**src/rtl/major_state_seq_pkg.sv**
```systemverilog
// Shared types and constants for the PDP-8 major-state sequencer.
package major_state_seq_pkg;

  typedef enum logic [1:0] {
    MS_IDLE  = 2'd0,
    MS_FETCH = 2'd1,
    MS_DEFER = 2'd2,
    MS_EXEC  = 2'd3
  } ms_state_e;

  localparam logic [2:0] OP_JMP = 3'd5;
  localparam logic [2:0] OP_IOT = 3'd6;
  localparam logic [2:0] OP_OPR = 3'd7;

  localparam int TP_W = 4;

  // True when the instruction finishes at the end of this state's T4.
  function automatic logic inst_complete(ms_state_e st, logic [2:0] op, logic ind);
    case (st)
      MS_FETCH: inst_complete = (op == OP_IOT) || (op == OP_OPR) || ((op == OP_JMP) && !ind);
      MS_DEFER: inst_complete = (op == OP_JMP);
      MS_EXEC:  inst_complete = 1'b1;
      default:  inst_complete = 1'b0;
    endcase
  endfunction

endpackage

```
**src/rtl/major_state_seq_timing_gen.sv**
```systemverilog
// Time-pulse generator: T1..T4 tick counter with T2 memory stall and T2-entry strobe.
module timing_gen
  import major_state_seq_pkg::*;
(
  input  logic            i_clk_sys,
  input  logic            i_rst_b,
  input  logic            i_en,
  input  logic            i_mem_wait,
  output logic [TP_W-1:0] o_tp,
  output logic            o_last_tick,
  output logic            o_t2_stb
);

  logic [1:0] r_tick;
  logic       r_t2_stb;

  always_ff @(posedge i_clk_sys) begin
    if (!i_rst_b) begin
      r_tick   <= 2'd0;
      r_t2_stb <= 1'b0;
    end else begin
      // T1 never stalls, so leaving T1 always lands on the first T2 cycle.
      r_t2_stb <= i_en && (r_tick == 2'd0);
      if (!i_en)
        r_tick <= 2'd0;
      else if (!((r_tick == 2'd1) && i_mem_wait))
        r_tick <= r_tick + 2'd1;
    end
  end

  assign o_tp        = i_en ? (TP_W'(1) << r_tick) : '0;
  assign o_last_tick = i_en && (r_tick == 2'd3);
  assign o_t2_stb    = r_t2_stb;

endmodule

```
**src/rtl/major_state_seq.sv**
```systemverilog
// PDP-8 major-state sequencer: steps FETCH/DEFER/EXEC and issues per-state strobes.
//
// state    | meaning
// MS_IDLE  | stopped; waits for run or step
// MS_FETCH | instruction fetch, ckFetch loads IR
// MS_DEFER | indirect address fetch
// MS_EXEC  | operand execute cycle
module major_state_seq
  import major_state_seq_pkg::*;
(
  input  logic            SYSCLK,
  input  logic            RESET,
  input  logic            run,
  input  logic            step,
  input  logic            hlt,
  input  logic            memWait,
  input  logic [2:0]      irOpcode,
  input  logic            irIndirect,
  output logic            stFetch,
  output logic            stDefer,
  output logic            stExec,
  output logic [TP_W-1:0] tp,
  output logic            ckFetch,
  output logic            ckDefer,
  output logic            ckExec,
  output logic            instDone,
  output logic            running
);

  ms_state_e r_state;
  logic      r_single;
  logic      r_inst_done;

  logic            w_running;
  logic            w_last;
  logic            w_t2_stb;
  logic [TP_W-1:0] w_tp;
  logic            w_complete;
  logic            w_stop;

  assign w_running  = (r_state != MS_IDLE);
  assign w_complete = inst_complete(r_state, irOpcode, irIndirect);
  assign w_stop     = !run || r_single || ((irOpcode == OP_OPR) && hlt);

  timing_gen u_timing (
    .i_clk_sys   (SYSCLK),
    .i_rst_b     (RESET),
    .i_en        (w_running),
    .i_mem_wait  (memWait),
    .o_tp        (w_tp),
    .o_last_tick (w_last),
    .o_t2_stb    (w_t2_stb)
  );

  always_ff @(posedge SYSCLK) begin
    if (!RESET) begin
      r_state     <= MS_IDLE;
      r_single    <= 1'b0;
      r_inst_done <= 1'b0;
    end else begin
      // Set on the T3->T4 edge so the pulse covers exactly the final T4.
      r_inst_done <= w_tp[2] && w_complete;
      case (r_state)
        MS_IDLE: begin
          if (run || step) begin
            r_state  <= MS_FETCH;
            r_single <= step;
          end
        end
        default: begin
          if (w_last) begin
            if (w_complete) begin
              if (w_stop) begin
                r_state  <= MS_IDLE;
                r_single <= 1'b0;
              end else begin
                r_state <= MS_FETCH;
              end
            end else if ((r_state == MS_FETCH) && irIndirect) begin
              r_state <= MS_DEFER;
            end else begin
              r_state <= MS_EXEC;
            end
          end
        end
      endcase
    end
  end

  assign stFetch  = (r_state == MS_FETCH);
  assign stDefer  = (r_state == MS_DEFER);
  assign stExec   = (r_state == MS_EXEC);
  assign tp       = w_tp;
  assign ckFetch  = w_t2_stb && (r_state == MS_FETCH);
  assign ckDefer  = w_t2_stb && (r_state == MS_DEFER);
  assign ckExec   = w_t2_stb && (r_state == MS_EXEC);
  assign instDone = r_inst_done;
  assign running  = w_running;

endmodule

```
**config.mk**
```make
export PLATFORM = sky130hd
export DESIGN_NAME = major_state_seq
export DESIGN_NICKNAME = d
export VERILOG_FILES = /design/src/rtl/major_state_seq_pkg.sv /design/src/rtl/major_state_seq_timing_gen.sv /design/src/rtl/major_state_seq.sv
export SDC_FILE = /design/constraint.sdc
export NUM_CORES = 1
export LEC_CHECK = 0
export ABC_AREA = 1
export CAP_MARGIN = 40
export CORE_UTILIZATION = 25
export DETAILED_ROUTE_END_ITERATION = 8
export GPL_ROUTABILITY_DRIVEN = 1
export SLEW_MARGIN = 5
export SYNTH_ARGS = -nofsm -noshare
export SYNTH_HDL_FRONTEND = slang
export SYNTH_SLANG_ARGS = --single-unit
```
**constraint.sdc**
```tcl
create_clock -name SYSCLK -period 1.4 [get_ports SYSCLK]
set_input_delay 0.28 -clock SYSCLK [delete_from_list [all_inputs] [get_ports SYSCLK]]
set_output_delay 0.28 -clock SYSCLK [all_outputs]
set_load 0.02 [all_outputs]
```
# Yosys cells after proc, flatten, opt, wreduce, memory -nomap -nowiden
# Index checks and enable logic that the tools add are counted.
[word_totals]
word_cells = 55
regBits = 7
input_bits = 10
out_inout_bits = 12
[op_classes]
mux = 13
n_eq_ne = 9
n_reduce_logical = 26
n_addsub = 1
shift = 1
[op_table]
columns = ["operator", "count"]
rows = [
  ["$logic_and A1 B1 Y1", 10],
  ["$eq A3 B3 Y1 const B", 3],
  ["$mux W2", 4],
  ["$reduce_bool A2 Y1", 4],
  ["$mux W1", 7],
  ["$eq A2 B2 Y1 const B", 3],
  ["$logic_or A1 B1 Y1", 5],
  ["$eq A2 B1 Y1 const B", 2],
  ["$logic_not A2 Y1", 2],
  ["$mux W4", 1],
  ["$reduce_and A2 Y1", 2],
  ["$reduce_and A4 Y1", 1],
  ["$shl A1 B2 Y4 const A", 1],
  ["$pmux W1 S3", 1],
  ["$add A2 B1 Y2 const B", 1],
  ["$logic_not A1 Y1", 2],
  ["$ne A2 B2 Y1 const B", 1],
]

# Logic depth before layout (Yosys ltp)
[logic_depth]
ltp_word = 7
mapped_depth = 9

# By module
# A second synthesis with hierarchy kept.
[hier_totals]
cells_unflattened = 84
hier_area_um2 = 505.5
[modules_own_cells]
columns = ["mod", "seq_area_each_um2", "n_inst", "cells_each", "area_each_um2"]
rows = [
  ["major_state_seq", 80.1, 1, 52, 294.0],
  ["timing_gen", 60.1, 1, 32, 211.5],
]

# Worst setup path before layout
# No wires, ideal clock.
[synth_path]
path_kind = "flip-flop to output port"
from = "register r_state[1]"
to = "output port ckDefer"
path_buffers = 0
path_stages_with_launch = 3
path_slack_ns = 0.113
required_ns = 1.120
arrival_ns = 1.007
cell_sequence = "dfxtp_1 inv_1 nor3_1"
[synth_between]
elab_chain_cells = 2
[synth_rtl]
columns = ["item", "line_no", "rtl"]
rows = [
  ["start, declared", "major_state_seq.sv:30", "ms_state_e r_state;"],
  ["start signal, assigned", "major_state_seq.sv:57", "r_state <= MS_IDLE;"],
  ["start signal, assigned", "major_state_seq.sv:66", "r_state <= MS_FETCH;"],
  ["start signal, assigned", "major_state_seq.sv:74", "r_state <= MS_IDLE;"],
  ["$eq A2 B2 Y1", "major_state_seq.sv:95", "assign ckDefer = w_t2_stb && (r_state == MS_DEFER);"],
  ["$logic_and A1 B1 Y1", "major_state_seq.sv:95", ""],
  ["end, declared", "major_state_seq.sv:24", "output logic ckDefer,"],
]
# Every way passes these cells.

# Final worst setup path
[layout_path]
from = "register r_state[0]"
to = "output port tp[1]"
[layout_between]
elab_chain_cells = 2
[layout_rtl]
columns = ["item", "line_no", "rtl"]
rows = [
  ["$reduce_bool A2 Y1", "major_state_seq.sv:41", "assign w_running = (r_state != MS_IDLE);"],
  ["$mux W4", "major_state_seq_timing_gen.sv:31", "assign o_tp = i_en ? (TP_W'(1) << r_tick) : '0;"],
  ["end, declared", "major_state_seq.sv:22", "output logic [TP_W-1:0] tp,"],
]
# Every way passes these cells.

==> results.json <==
{
  "cts_buffer_depth": 2,
  "vias_per_cell": 4.10,
  "final_area_um2": 865,
  "synth_area_um2": 498,
  "min_path_type": "flop to flop",
  "gp_congestion": 0.769,
  "cts_tree": "built",
  "ys_seq_elements": 7,
  "num_vias": 590,
  "setup-violations-final": 0,
  "rsz0062_at_grt": "yes",
  "fin_util": 0.480,
  "internal_power_mw": 0.412,
  "ys_seq_area_frac": 0.281,
  "instances_no_fill": 144,
  "max_clock_freq_ghz": 0.726,
  "htree_levels": 1,
  "maxSlewViolCount": 0,
  "layout_commonest_cell": "nand2_1",
  "synth_top_family_by_area": "simple AND/OR/NAND/NOR gates",
  "drive_above_1_share": 0.387,
  "diodes": 0,
  "clkPwrFrac": 0.310,
  "arrival_ns": 1.10,
  "cts_made_buffers": 3,
  "start_util": 0.276,
  "drc": 0,
  "ir_drop_mv": 0.477,
  "clk_pin_slew_worst_paths_ns": 0.05,
  "synthMuxAreaShare": 0,
  "skew_ns": 0.000361,
  "multi_input_area_um2": 295,
  "grt_max_degree": 7,
  "grt_pass1_wl_um": 2010,
  "clockRootBuffer": "clkbuf_4",
  "dpl_cell_area_um2": 830,
  "worst_setup_path_start_kind": "flop",
  "critPathMaxFanout": 6,
  "die_area_mm2": 0.00217,
  "power_frac_comb": 0.316,
  "grt_remaining_overflow": 0,
  "max_cap_violations": 0,
  "status": "finished clean",
  "dp.cells": 139,
  "slew_headroom": 0.865,
  "synth_fp_nets": 95,
  "synth_compound_area_frac": 0.0829,
  "clk_latency_ns": 0.25,
  "final-hold-violation-count": 0,
  "antenna_left": 0,
  "period_needed_ns": 1.38,
  "routedWlPerCell_um": 8.88,
  "tightestPinTransition_ns": 0.202,
  "reg2regPathDepth": 8,
  "syn2layout_area_growth_pct": 73.6,
  "nets": 134,
  "yosysWarnings": 0,
  "fillers": 203,
  "core_area_mm2": 0.00180,
  "swShare": 0.302,
  "path_class": "flop to output port",
  "grt_pass1_vias": 527,
  "die_h_um": 46.6,
  "worst_setup_path_end_kind": "output port",
  "grt.total_usage": 0.133,
  "yosys.area_share.adder": 0.101,
  "wl_um": 1280,
  "p_sw_mw": 0.178,
  "seq_power_share": 0.373,
  "cts.sinks": 7,
  "holdWs_ns": 0.528,
  "min_period_over_period": 0.983,
  "synth_cells": 81,
  "regArea_um2": 153,
  "std_cell_rows": 15,
  "drt_iter0_markers": 13,
  "layout_setup_ws_ns": 0.0234,
  "antenna_found_initial": 0,
  "dpl_worst_slack_ns": -0.279,
  "top_level_ports": 22,
  "synth_simple_gate_area_share": 0.379,
  "critical_path_required_ns": 1.12,
  "power.density_mw_per_mm2": 683,
  "first_pass_iters": 4,
  "layout_common_cells": "18 x nand2_1, 15 x buf_4, 14 x inv_1, 10 x nor2_1, 9 x clkdlybuf4s50_1",
  "whs_path_depth": 4,
  "total_power_mw": 0.590,
  "leakage_nw": 0.466,
  "syn_area_per_cell_um2": 6.15,
  "hpwlAfterDp_um": 1040,
  "io_buffer_count": 21,
  "die_x_um": 46.6,
  "setup_tns_ns": 0,
  "ys_types": 18,
  "synth-xor-area-share": 0
}
[repair_timing]
action,4_1_cts,5_1_grt
gates resized for setup,53,16
hold buffers,0,0
buffers inserted,1,0
pin swaps,1,3
endpoints found under the setup margin,12,8
endpoints found under the hold margin,0,0
[critical path, cell delays in order (launching register included)]
cell	delay [ns]
dfxtp_4	0.36
nor2_4	0.16
buf_4	0.15
nor2_2	0.03
buf_4	0.14
[registers in the layout, indices dropped and copies added, names as in the netlist]
register / cells
r_state: 2
u_timing.r_tick: 2
instDone: 1
r_single: 1
u_timing.o_t2_stb: 1
[layout make-up]
class                   count  share of cell area
multi-input cells          54               0.342
repair buffers             34               0.326
flip-flops and latches      7               0.177
inverters                  20              0.0897
well taps                  25              0.0362
clock buffers               4              0.0304
[per-layer routing]
layer  wire (um)  up-vias  track usage
met2         605       18        0.214
met5           0        -            0
li1            -      321            -
met3          69        0       0.0235
met1         603      251        0.160
met4           0        0       0.0857
[worst paths after layout]
kind                                              start                      end  slack, ns
worst min register to register    r_single$_SDFFE_PN0P_    r_single$_SDFFE_PN0P_       0.53
worst min-delay path              r_single$_SDFFE_PN0P_    r_single$_SDFFE_PN0P_       0.53
worst max register to register  r_state[1]$_SDFFE_PN0P_  r_state[1]$_SDFFE_PN0P_       0.19
worst max-delay path            r_state[0]$_SDFFE_PN0P_                    tp[1]       0.02
[cell usage after synthesis (all sizes together)]
| library cell | instances | area share |
|---|---|---|
| a21oi | 2 | 0.020 |
| nand4 | 2 | 0.025 |
| ha | 4 | 0.10 |
| nand2 | 21 | 0.18 |
| nand3 | 3 | 0.030 |
| inv | 20 | 0.16 |
| o21ai | 5 | 0.050 |
| dfxtp | 7 | 0.28 |
| nor3 | 2 | 0.020 |
| o22ai | 1 | 0.013 |
| nor2 | 14 | 0.13 |
[power by group through the flow]
stage,clock [mW],sequential [mW],combinational [mW]
4_1_cts,0.195,0.222,0.180
5_1_grt,0.205,0.222,0.206
6_report,0.183,0.220,0.187
2_1_floorplan,0,0.225,0.0894
3_5_place_dp,0,0.226,0.183
3_3_place_gp,0,0.225,0.181
[kinds of logic (layout without fill, tap and decap cells)]
| group | after synthesis | in the layout |
|---|---|---|
| and+or+nand+nor | 42 | 42 |
| buffers and inverters | 20 | 58 |
| DFF | 7 | 7 |
| AOI/OAI and AO/OA | 8 | 8 |
| adders and majority gates | 4 | 4 |
Power figures use the tool's default switching activity.
